$ cat config.mk
export PLATFORM = sky130hd
export DESIGN_NAME = alu_arb
export DESIGN_NICKNAME = d
export VERILOG_FILES = /design/src/rtl/alu_arb.sv
export SDC_FILE = /design/constraint.sdc
export NUM_CORES = 1
export LEC_CHECK = 0
export BUFFER_PORTS_ARGS = -buffer_cell sky130_fd_sc_hd__buf_2
export CORE_MARGIN = 2
export CORE_UTILIZATION = 42
export CTS_CLUSTER_DIAMETER = 80
export DETAILED_ROUTE_END_ITERATION = 10
export PLACE_DENSITY = 0.75
export SYNTH_ARGS = -nofsm -noshare
export SYNTH_HDL_FRONTEND = slang
export SYNTH_SLANG_ARGS = --single-unit
$ cat constraint.sdc
create_clock -name ck -period 1.35 [get_ports ck]
set_input_delay 0.0675 -clock ck [delete_from_list [all_inputs] [get_ports ck]]
set_output_delay 0.0675 -clock ck [all_outputs]
set_load 0.05 [all_outputs]
$ cat src/rtl/alu_arb.sv
// alu_arb: two-requester arbiter feeding a shared ALU with 2 registered stages.
// Define ALU_ARB_FIXED_PRIO_EN for fixed priority (requester 0 wins) instead of round-robin.
module alu_arb (
  input  logic        ck,
  input  logic        rst_n,
  input  logic        req0_valid,
  input  logic        req1_valid,
  output logic        req0_ready,
  output logic        req1_ready,
  input  logic [7:0]  req0_a,
  input  logic [7:0]  req0_b,
  input  logic [7:0]  req1_a,
  input  logic [7:0]  req1_b,
  input  logic [3:0]  req0_ctr,
  input  logic [3:0]  req1_ctr,
  output logic        rsp0_valid,
  output logic        rsp1_valid,
  output logic [7:0]  rsp0_o,
  output logic [7:0]  rsp1_o,
  output logic [7:0]  alu_a,
  output logic [7:0]  alu_b,
  output logic [3:0]  alu_ctr,
  input  logic [7:0]  alu_o,
  output logic [15:0] op_cnt
);

  logic        gnt0, gnt1, hs;
  logic [7:0]  alu_a_q, alu_a_d;
  logic [7:0]  alu_b_q, alu_b_d;
  logic [3:0]  alu_ctr_q, alu_ctr_d;
  logic [2:0]  tag_v_q, tag_v_d;
  logic [2:0]  tag_id_q, tag_id_d;
  logic        rsp0_valid_q, rsp0_valid_d;
  logic        rsp1_valid_q, rsp1_valid_d;
  logic [7:0]  rsp0_o_q, rsp0_o_d;
  logic [7:0]  rsp1_o_q, rsp1_o_d;
  logic [15:0] op_cnt_q, op_cnt_d;
`ifndef ALU_ARB_FIXED_PRIO_EN
  logic        last_q, last_d;
`endif

  // No grant while in reset, so nothing is accepted on a reset edge.
  always_comb begin : arb
    gnt0 = 1'b0;
    gnt1 = 1'b0;
    if (rst_n) begin
`ifdef ALU_ARB_FIXED_PRIO_EN
      gnt0 = req0_valid;
      gnt1 = req1_valid & ~req0_valid;
`else
      if (req0_valid && req1_valid) begin
        gnt0 = last_q;
        gnt1 = ~last_q;
      end else begin
        gnt0 = req0_valid;
        gnt1 = req1_valid;
      end
`endif
    end
  end

  assign hs = gnt0 | gnt1;

  always_comb begin : datapath
    alu_a_d   = alu_a_q;
    alu_b_d   = alu_b_q;
    alu_ctr_d = alu_ctr_q;
    if (hs) begin
      alu_a_d   = gnt1 ? req1_a   : req0_a;
      alu_b_d   = gnt1 ? req1_b   : req0_b;
      alu_ctr_d = gnt1 ? req1_ctr : req0_ctr;
    end
`ifndef ALU_ARB_FIXED_PRIO_EN
    last_d = hs ? gnt1 : last_q;
`endif
    // Stage 2 lines up with the ALU output for the op it tags.
    tag_v_d      = {tag_v_q[1:0], hs};
    tag_id_d     = {tag_id_q[1:0], gnt1};
    rsp0_valid_d = tag_v_q[2] & ~tag_id_q[2];
    rsp1_valid_d = tag_v_q[2] &  tag_id_q[2];
    rsp0_o_d     = rsp0_valid_d ? alu_o : rsp0_o_q;
    rsp1_o_d     = rsp1_valid_d ? alu_o : rsp1_o_q;
    op_cnt_d     = op_cnt_q + {15'd0, tag_v_q[2]};
  end

  always_ff @(posedge ck) begin
    if (!rst_n) begin
      alu_a_q      <= '0;
      alu_b_q      <= '0;
      alu_ctr_q    <= '0;
      tag_v_q      <= '0;
      tag_id_q     <= '0;
      rsp0_valid_q <= 1'b0;
      rsp1_valid_q <= 1'b0;
      rsp0_o_q     <= '0;
      rsp1_o_q     <= '0;
      op_cnt_q     <= '0;
`ifndef ALU_ARB_FIXED_PRIO_EN
      last_q       <= 1'b1;
`endif
    end else begin
      alu_a_q      <= alu_a_d;
      alu_b_q      <= alu_b_d;
      alu_ctr_q    <= alu_ctr_d;
      tag_v_q      <= tag_v_d;
      tag_id_q     <= tag_id_d;
      rsp0_valid_q <= rsp0_valid_d;
      rsp1_valid_q <= rsp1_valid_d;
      rsp0_o_q     <= rsp0_o_d;
      rsp1_o_q     <= rsp1_o_d;
      op_cnt_q     <= op_cnt_d;
`ifndef ALU_ARB_FIXED_PRIO_EN
      last_q       <= last_d;
`endif
    end
  end

  assign req0_ready = gnt0;
  assign req1_ready = gnt1;
  assign rsp0_valid = rsp0_valid_q;
  assign rsp1_valid = rsp1_valid_q;
  assign rsp0_o     = rsp0_o_q;
  assign rsp1_o     = rsp1_o_q;
  assign alu_a      = alu_a_q;
  assign alu_b      = alu_b_q;
  assign alu_ctr    = alu_ctr_q;
  assign op_cnt     = op_cnt_q;

endmodule

==> results.cfg <==
[sta]
max_freq_mhz = 723
worst_pin_slew_ps = 342
setup_tns_ps = -33.6
setup_viol = 1
finalHoldWorstSlack_ps = 43.0
hold_violations = 0
relSlewSlack = 0.772
setup_slack_ps = -33.6
rsz0062_at_grt = yes
min_period_ps = 1380
finalMaxSlewViolations = 0
fin_skew_ps = 10.3
period_share = 1.02

[pwr]
p_sw_frac = 0.275
power_density_nw_per_um2 = 1050
combPwrFrac = 0.167
fin_total_pwr_uw = 4000
cellLeakagePower_uw = 0.00170
p_int_uw = 2900
clockPowerShare = 0.362
seq_power_share = 0.471
ir_worst_vdd_mv = 0.627
p_switching_uw = 1100

[setup_path]
crit_fanout = 6
cp_top_family = simple AND/OR/NAND/NOR gates
regToRegStartpoint = op_cnt[6]
start_kind = register
required_ps = 1600
crit_path_end_kind = register
rrSetupSlack_ps = -30
slowest_stage = or4_4
cp_num_buf_inv = 1
worst-path-stages = 4
crit_chain = nand4_4, buf_6, or4_4, a21oi_2
worstPathArrival_ps = 1630
worstRegToRegCells = 4
r2r_end = op_cnt[10]
critPathMaxStageDelay_ps = 530
worstSetupPathType = register to register

[clock_tree]
cts_tree = yes
cts_buffers = 9
root_buffer = clkbuf_8
cts_max_path_buffers = 2
clk_latency_ps = 320
clock_sinks = 61
clk_pin_slew_ps = 70
htreeDepth = 3

[die]
core_region_area_um2 = 5820
die_w_um = 80.9
pin_count = 108
fp-row-count = 28
initial_core_util = 0.427
die_h_um = 80.9
dieArea_um2 = 6540

[routing]
post_drt_via_cell_ratio = 5.22
drc_errors = 0
vias = 2655
detail-route-antenna-nets = 0
routed_wl_um = 6990
drt-initial-drc-count = 134
wl_per_cell_um = 13.7
first_pass_iters = 4

[finish]
n_antenna_cell = 0
drive_gt1_frac = 0.433
fin_nets = 485
syn2layout_area_growth_pct = 52.9
fillers = 485

[yosys]
ys_seq_area_frac = 0.492
yosysTopAreaCellShare = 0.492
netlist_area_um2 = 2480
synth_fp_nets = 340
synth_top_cells_by_area = dfxtp_1, nand2_1, a21oi_1
synth_edf_count = 0
synth_top_area_cell = dfxtp_1
synth_common_cells = dfxtp_1, nand2_1, a21oi_1, nand3_1, o21ai_0
synth.most_common_cell = dfxtp_1
ys_ff_latch = 61
avgSynthCellArea_um2 = 8.71
ys_async_sr_fraction = 0
ys.flop_type = dfxtp_1
synthDistinctLibCells = 34
syn_inst = 285
yosys_warnings = 0

[outcome]
status = finished with violations
violations = negative setup slack

[grt]
antenna_found_initial = 0
grt_pass1_wl_um = 10600
grt_use_total = 0.208
grt_max_degree = 39
globalRouteOverflowTotal = 0
grt_pass1_vias = 2462

[hold_path]
hold_path_class = input pin to register
hp-start = req0_ctr[1]
hold_path_depth = 3
hold_end = alu_ctr[1]

[placement]
numPortBuffers = 107
post-dp-hpwl_um = 4470
finalWeightedCongestion = 0.814

[job]
drv_cap = 0
## worst register-to-register path, delay by kind of cell, from the launching register on
kind            cells  cell delay (ps)
simple gates        2              650
compound gates      1              140
flops               1              360
buf+inv             1              160
## logic make-up (layout without fill, tap and decap cells)
family	count (synthesis)	in the layout	synth area share
compound gates	78	78	0.186
simple gates	113	113	0.239
buf+inv	23	172	0.0408
xor+xnor	3	3	0.0106
flops	61	61	0.492
fa+ha+maj	3	3	0.0151
mux	4	4	0.0161
## cell type report
cell class | instances | area, um2 | area share
Clock buffer | 14 | 173 | 0.0455
Clock inverter | 1 | 5.00 | 0.00132
Inverter | 4 | 15.0 | 0.00395
Multi-Input combinational cell | 201 | 1280 | 0.338
Sequential cell | 61 | 1260 | 0.332
Tap cell | 75 | 93.8 | 0.0247
Timing Repair Buffer | 153 | 966 | 0.254
## sequential cells by signal (all words and copies together), names as in the netlist
name and count:
rsp0_valid 1, tag_id_q 3, alu_b 8, op_cnt 16, alu_a 8, rsp1_valid 1
alu_ctr 4, tag_v_q 3, rsp1_o 8, rsp0_o 8, last_q 1
## power by group through the flow
stage / combinational, uW / clock (uW) / sequential [uW]
2_1_floorplan: 192 / 0 / 2130
3_3_place_gp: 600 / 0 / 1920
3_5_place_dp: 609 / 0 / 1920
4_1_cts: 655 / 1490 / 1890
5_1_grt: 713 / 1590 / 1890
6_report: 668 / 1450 / 1890
## per-layer routing
layer	up-vias	global-route usage	wire length, um
li1	1307	-	-
met1	1230	0.245	2940
met2	102	0.346	3520
met3	16	0.0433	368
met4	0	0.129	160
met5	-	0	0
## placed cells by master, fill, tap and decap left out, types with 3 or more instances in the layout
cell and n:
dfxtp_1 48, inv_1 3, dlygate4sd3_1 16, dfxtp_4 10, buf_2 105, a31oi_1 11
and2_1 6, or3b_1 9, nor4_2 3, a21oi_1 30, mux2i_1 4, o31ai_1 10
nand2_1 50, or3b_2 3, dfxtp_2 3, buf_4 27, o21ai_0 12, nand3_1 13
nand2b_1 5, clkbuf_8 12, nor2_1 6, a22oi_1 9
## through the flow
step	worst slack, ps	util	cells	area [um2]
final	-33.6	0.653	509	3800
after global routing	-77.6	0.653	509	3800
after CTS	3.44	0.632	504	3670
after detailed placement	-101	0.566	472	3290
after global placement	-52.3	0.566	472	3290
after floorplan	-54.1	-	285	2560
## how the worst max path moves through the flow
stage,from,endpoint,slack [ps]
finish,op_cnt[6],op_cnt[10],-30
detailed placement,op_cnt[4],op_cnt[12],-100
global route,op_cnt[6],op_cnt[10],-80
CTS,tag_v_q[2],op_cnt[10],3
global placement,op_cnt[4],op_cnt[12],-50
floorplan,op_cnt[0],op_cnt[6],-50
## timing repair
| action | in CTS | in global routing |
|---|---|---|
| setup buffers | 1 | 5 |
| hold endpoints to repair | 18 | 0 |
| hold buffers | 16 | 0 |
| pin swaps | 0 | 10 |
| setup endpoints to repair | 9 | 12 |
| gates resized for setup | 11 | 18 |
Note: power is estimated with default switching activity, not from simulation.
